--- src/rtl/memory_accessor.sv ---
// ---------------------------------------------------------------------------
// memory_accessor
//
// Memory-access functional unit of the dataflow core. It accepts one MA
// packet and issues a single memory request: a read (PEEK) or a write (POKE).
// It then waits for the memory reply word and emits a worker result that
// carries the reply to the packet's destination and color. Only one
// operation is in flight at a time.
//
// Ports (all transfers are VALID && READY at a rising CLK edge):
//   CLK, RST                  clock; synchronous active-low reset
//   RECEIVE_PC_VALID/DATA     incoming MA packet
//   RECEIVE_PC_READY          unit idle and able to take a packet
//   SEND_WR_VALID/DATA        worker result {dest_option, dest_addr, color, word}
//   SEND_WR_READY             downstream accepts the result
//   MEM_SEND_ADDR_VALID/ADDR  memory request and its address (packet data1)
//   MEM_SEND_DATA_VALID/DATA  request is a write, with write data (packet data2)
//   MEM_SEND_READY            memory accepts the request
//   MEM_RECEIVE_VALID/DATA    memory reply word
//   MEM_RECEIVE_READY         unit is waiting for the reply
//
// Every output comes straight from a flop. Each handshake output is loaded
// from the next state, so it is valid in the same cycle as its state and is
// 0 throughout reset.
// ---------------------------------------------------------------------------
module memory_accessor #(
    parameter logic [9:0] MA_POKE = 10'd1
) (
    input  logic         CLK,
    input  logic         RST,
    input  logic         RECEIVE_PC_VALID,
    input  logic [178:0] RECEIVE_PC_DATA,
    output logic         RECEIVE_PC_READY,
    output logic         SEND_WR_VALID,
    output logic [66:0]  SEND_WR_DATA,
    input  logic         SEND_WR_READY,
    output logic         MEM_SEND_ADDR_VALID,
    output logic [31:0]  MEM_SEND_ADDR,
    output logic         MEM_SEND_DATA_VALID,
    output logic [31:0]  MEM_SEND_DATA,
    input  logic         MEM_SEND_READY,
    input  logic         MEM_RECEIVE_VALID,
    input  logic [31:0]  MEM_RECEIVE_DATA,
    output logic         MEM_RECEIVE_READY
);

    localparam logic [1:0] ST_IDLE   = 2'd0;
    localparam logic [1:0] ST_REQ    = 2'd1;
    localparam logic [1:0] ST_WAIT   = 2'd2;
    localparam logic [1:0] ST_RESULT = 2'd3;

    // Packet fields, MSB..LSB: opcode, subop, data1..data4, dest_option, dest_addr, color
    logic [9:0]  pkt_subop_s;
    logic [31:0] pkt_data1_s;
    logic [31:0] pkt_data2_s;
    logic [2:0]  pkt_dest_option_s;
    logic [15:0] pkt_dest_addr_s;
    logic [15:0] pkt_color_s;
    logic        unused_pkt_s;

    assign pkt_subop_s       = RECEIVE_PC_DATA[172:163];
    assign pkt_data1_s       = RECEIVE_PC_DATA[162:131];
    assign pkt_data2_s       = RECEIVE_PC_DATA[130:99];
    assign pkt_dest_option_s = RECEIVE_PC_DATA[34:32];
    assign pkt_dest_addr_s   = RECEIVE_PC_DATA[31:16];
    assign pkt_color_s       = RECEIVE_PC_DATA[15:0];
    // The opcode is already consumed by upstream routing; data3/data4 are unused by MA.
    assign unused_pkt_s      = ^{RECEIVE_PC_DATA[178:173], RECEIVE_PC_DATA[98:35]};

    logic [1:0]  state_q,       state_d;
    logic        pc_ready_q,    pc_ready_d;
    logic        addr_valid_q,  addr_valid_d;
    logic        wdata_valid_q, wdata_valid_d;
    logic        rx_ready_q,    rx_ready_d;
    logic        wr_valid_q,    wr_valid_d;
    logic [31:0] addr_q,        addr_d;
    logic [31:0] wdata_q,       wdata_d;
    logic        is_poke_q,     is_poke_d;
    logic [2:0]  dest_option_q, dest_option_d;
    logic [15:0] dest_addr_q,   dest_addr_d;
    logic [15:0] color_q,       color_d;
    logic [31:0] reply_q,       reply_d;

    // Next-state and capture logic; handshakes qualify on the registered ready/valid outputs
    always_comb begin
        state_d       = state_q;
        addr_d        = addr_q;
        wdata_d       = wdata_q;
        is_poke_d     = is_poke_q;
        dest_option_d = dest_option_q;
        dest_addr_d   = dest_addr_q;
        color_d       = color_q;
        reply_d       = reply_q;
        case (state_q)
            ST_IDLE: begin
                if (pc_ready_q && RECEIVE_PC_VALID) begin
                    addr_d        = pkt_data1_s;
                    wdata_d       = pkt_data2_s;
                    // Any subop other than POKE is executed as a PEEK.
                    is_poke_d     = (pkt_subop_s == MA_POKE);
                    dest_option_d = pkt_dest_option_s;
                    dest_addr_d   = pkt_dest_addr_s;
                    color_d       = pkt_color_s;
                    state_d       = ST_REQ;
                end else begin
                    state_d = ST_IDLE;
                end
            end
            ST_REQ: begin
                if (addr_valid_q && MEM_SEND_READY) begin
                    state_d = ST_WAIT;
                end else begin
                    state_d = ST_REQ;
                end
            end
            ST_WAIT: begin
                if (rx_ready_q && MEM_RECEIVE_VALID) begin
                    reply_d = MEM_RECEIVE_DATA;
                    state_d = ST_RESULT;
                end else begin
                    state_d = ST_WAIT;
                end
            end
            ST_RESULT: begin
                if (wr_valid_q && SEND_WR_READY) begin
                    state_d = ST_IDLE;
                end else begin
                    state_d = ST_RESULT;
                end
            end
            default: begin
                state_d = ST_IDLE;
            end
        endcase
    end

    // Handshake outputs decoded from the next state so they register alongside it
    always_comb begin
        pc_ready_d    = (state_d == ST_IDLE);
        addr_valid_d  = (state_d == ST_REQ);
        wdata_valid_d = (state_d == ST_REQ) && is_poke_d;
        rx_ready_d    = (state_d == ST_WAIT);
        wr_valid_d    = (state_d == ST_RESULT);
    end

    // State and output registers; reset aborts any operation and clears every output
    always_ff @(posedge CLK) begin
        if (!RST) begin
            state_q       <= ST_IDLE;
            pc_ready_q    <= 1'b0;
            addr_valid_q  <= 1'b0;
            wdata_valid_q <= 1'b0;
            rx_ready_q    <= 1'b0;
            wr_valid_q    <= 1'b0;
            addr_q        <= 32'd0;
            wdata_q       <= 32'd0;
            is_poke_q     <= 1'b0;
            dest_option_q <= 3'd0;
            dest_addr_q   <= 16'd0;
            color_q       <= 16'd0;
            reply_q       <= 32'd0;
        end else begin
            state_q       <= state_d;
            pc_ready_q    <= pc_ready_d;
            addr_valid_q  <= addr_valid_d;
            wdata_valid_q <= wdata_valid_d;
            rx_ready_q    <= rx_ready_d;
            wr_valid_q    <= wr_valid_d;
            addr_q        <= addr_d;
            wdata_q       <= wdata_d;
            is_poke_q     <= is_poke_d;
            dest_option_q <= dest_option_d;
            dest_addr_q   <= dest_addr_d;
            color_q       <= color_d;
            reply_q       <= reply_d;
        end
    end

    assign RECEIVE_PC_READY    = pc_ready_q;
    assign MEM_SEND_ADDR_VALID = addr_valid_q;
    assign MEM_SEND_ADDR       = addr_q;
    assign MEM_SEND_DATA_VALID = wdata_valid_q;
    assign MEM_SEND_DATA       = wdata_q;
    assign MEM_RECEIVE_READY   = rx_ready_q;
    assign SEND_WR_VALID       = wr_valid_q;
    assign SEND_WR_DATA        = {dest_option_q, dest_addr_q, color_q, reply_q};

endmodule

--- config.mk ---
export PLATFORM = sky130hd
export DESIGN_NAME = memory_accessor
export DESIGN_NICKNAME = d
export VERILOG_FILES = /design/src/rtl/memory_accessor.sv
export SDC_FILE = /design/constraint.sdc
export NUM_CORES = 1
export LEC_CHECK = 0
export CAP_MARGIN = 0
export CORE_AREA = 2 2 136 138
export CTS_CLUSTER_SIZE = 12
export DETAILED_ROUTE_END_ITERATION = 8
export DIE_AREA = 0 0 138 140
export GPL_TIMING_DRIVEN = 0
export PLACE_DENSITY_LB_ADDON = 0.15
export SLEW_MARGIN = 0
export SYNTH_ARGS = -nofsm -noshare
export SYNTH_HDL_FRONTEND = slang
export SYNTH_SLANG_ARGS = --single-unit
export TNS_END_PERCENT = 10
--- constraint.sdc ---
create_clock -name CLK -period 4.19 [get_ports CLK]
set_input_delay 0.838 -clock CLK [delete_from_list [all_inputs] [get_ports CLK]]
set_output_delay 0.838 -clock CLK [all_outputs]
set_load 0.02 [all_outputs]
==> impl_metrics.toml <==
[outcome]
status = "completed"

[worst_setup_path]
max_stage_delay_ps = 670
slowest_stage = "clkdlybuf4s50_1"
cp.required_ps = 3350
crit_path_start_kind = "flop"
crit_buf_inv = 1
cp_cell_sequence = "clkdlybuf4s50_1"
rr_endpoint = "MEM_SEND_DATA_VALID$_SDFF_PN0_"
reg2reg_slack_ps = 2550
cp-end-kind = "output port"
critPathKind = "flop to output port"
r2r-start = "state_q[0]$_SDFF_PN0_"
worst-r2r-cell-count = 4
path_delay_family = "buffers and inverters"
crit_path_start = "SEND_WR_VALID$_SDFF_PN0_"
cp_max_fo = 4
cp.arrival_ps = 1460

[clocking]
clkTransAtPathRegs_ps = 60
cts.path.max_buffers = 2
cts_made_buffers = 17
clock_sinks = 139
cts_root_buffer = "clkbuf_16"
post_cts.repair.setup_buffers = 0
clk-insertion-delay-late_ps = 420
h-tree-depth = 4
cts_resized = 0
hold_buffers = 0
cts_tree = "done"

[grt]
grt_pass1_vias = 4846
grt_overflow = 0
grt_max_degree = 17
grt_pass1_wl_mm = 25.8
gr-usage-all-layers_pct = 16.8
antenna_found_initial = 0

[synth]
synth_warnings = 0
synth_edf_count = 0
ys_types = 25
synthTopCellsByArea = "dfxtp_1 58%, nand2_1 21%, a21oi_1 14%"
yosysTopAreaCell = "dfxtp_1"
ys_top_cells_by_count = "263 x nand2_1, 139 x dfxtp_1, 132 x a21oi_1"
ys_seq_elements = 139
synth_ff_type = "dfxtp_1"
synth_top_area_share_pct = 57.8
async_flop_share_pct = 0
synth.most_common_cell = "nand2_1"
ys_seq_area_share_pct = 57.8
synth_area_um2 = 4810
syn_inst = 600
synthesis.nets = 817
synth_area_per_cell_um2 = 8.02

[routing]
wl_met1_mm = 7.08
met3_length_mm = 1.68
highest_layer = "met4"
drc_errors = 0
via_per_inst = 4.33
drt_first_pass_iters = 4
routed_wl_mm = 16.5
wl_per_cell_um = 14.4
route.vias.total = 4959
drtIter0Drc = 198
ant_nets = 0
routed-wl-met2_mm = 7.50

[worst_hold_path]
holdPathStages = 2
hp-start = "reply_q[28]$_SDFFE_PN0P_"
hold_path_end = "reply_q[28]$_SDFFE_PN0P_"
hp-class = "flop to flop"

[sta]
max_freq_mhz = 436
rsz0062_at_grt = "false"
hold_ws_ps = 450
hold_viol = 0
finalMaxSlewViolations = 0
maxSlewHeadroom_pct = 58.7
fin_crit_ps = 2290
finalSetupViolations = 0
finalCritPeriodShare_pct = 54.7
tightest_slew_ps = 620
finClkSkew_ps = 7.50
fin_setup_tns_ps = 0

[final_layout]
final_core_util_pct = 47.8
final_area_um2 = 8500
area_growth_pct = 76.7
final_nets = 1118
drive_above_1_share_pct = 6.24

[floorplanning]
die_w_um = 138
initial_core_util_pct = 27.1
die_area_um2 = 19300
core_um2 = 17800
die_h_um = 140
placementRows = 49
num_io_pins = 353

[power]
power_uw = 3380
powerDensity_nw_per_um2 = 397
p_leak_uw = 0.00297
ir_drop_uv = 262

[placed_design]
gp_congestion = 0.730
io_buffers = 282
place_area_um2 = 7920
hpwlAfterDp_mm = 12.2

[run]
drv_cap = 0
-- metrics by stage --
step | setup WS (ps) | std cells
after CTS | 1860 | 1143
after global placement | 1510 | 1111
after detailed placement | 1520 | 1111
after global routing | 1810 | 1143
after floorplan | 2430 | 600
final | 1900 | 1144
-- cells by family after synthesis --
group,synth area share [%]
buffers and inverters,4.47
flip-flops,57.8
AND/OR/NAND/NOR,22.8
AO/OA/AOI/OAI,14.9
-- sequential cells by signal, summed over array words and instances, names as in the netlist, 2 cells and up --
register       count
MEM_SEND_ADDR     32
MEM_SEND_DATA     32
reply_q           32
dest_option_q      3
color_q           16
dest_addr_q       16
state_q            2
-- layout by cell type (no fill, tap or decap), types with 2 or more instances in the layout --
cell and count:
buf_4 4, clkdlybuf4s50_1 282, clkbuf_1 22, clkbuf_16 17, a21oi_1 132, nor3_1 2, clkinvlp_4 4, nor2_1 3
buf_2 19, inv_6 3, clkinv_4 2, clkinv_2 2, bufinv_16 2, and3_1 2, dfxtp_1 139, nand2_1 263
-- area by class of cell --
class / instances / area, um^2
clock inverter: 13 / 144
timing repair buffer: 282 / 2820
antenna: 1 / 2.50
inverter: 1 / 3.75
clock buffer: 19 / 433
fill: 1827 / 9280
multi-input combinational: 416 / 1810
sequential: 139 / 2780
buffer: 44 / 211
tap: 229 / 287
-- power by group --
group / leakage, uW / total (uW) / internal (uW) / switching, uW
Sequential: 0.00113 / 1410 / 1380 / 29.9
Clock: 0.000270 / 1470 / 881 / 592
Combinational: 0.00157 / 496 / 263 / 234
-- metal layers --
| layer | global-route usage (%) | vias to the layer above |
|---|---|---|
| met5 | 0 | - |
| met4 | 5.59 | 0 |
| met3 | 7.59 | 16 |
| met2 | 26.9 | 195 |
| met1 | 20.3 | 2191 |
| li1 | - | 2557 |
-- worst max-delay path by stage --
stage                                      to  slack (ps)  cells past startpoint
2_1_floorplan  MEM_SEND_DATA_VALID$_SDFF_PN0_        2430                      4
3_3_place_gp   MEM_SEND_ADDR[26]$_SDFFE_PN0P_        1510                      5
3_5_place_dp   MEM_SEND_ADDR[26]$_SDFFE_PN0P_        1520                      5
4_1_cts                      RECEIVE_PC_READY        1860                      1
5_1_grt                         SEND_WR_VALID        1810                      1
6_report                        SEND_WR_VALID        1900                      1
Note: power is estimated with default switching activity, not from simulation.
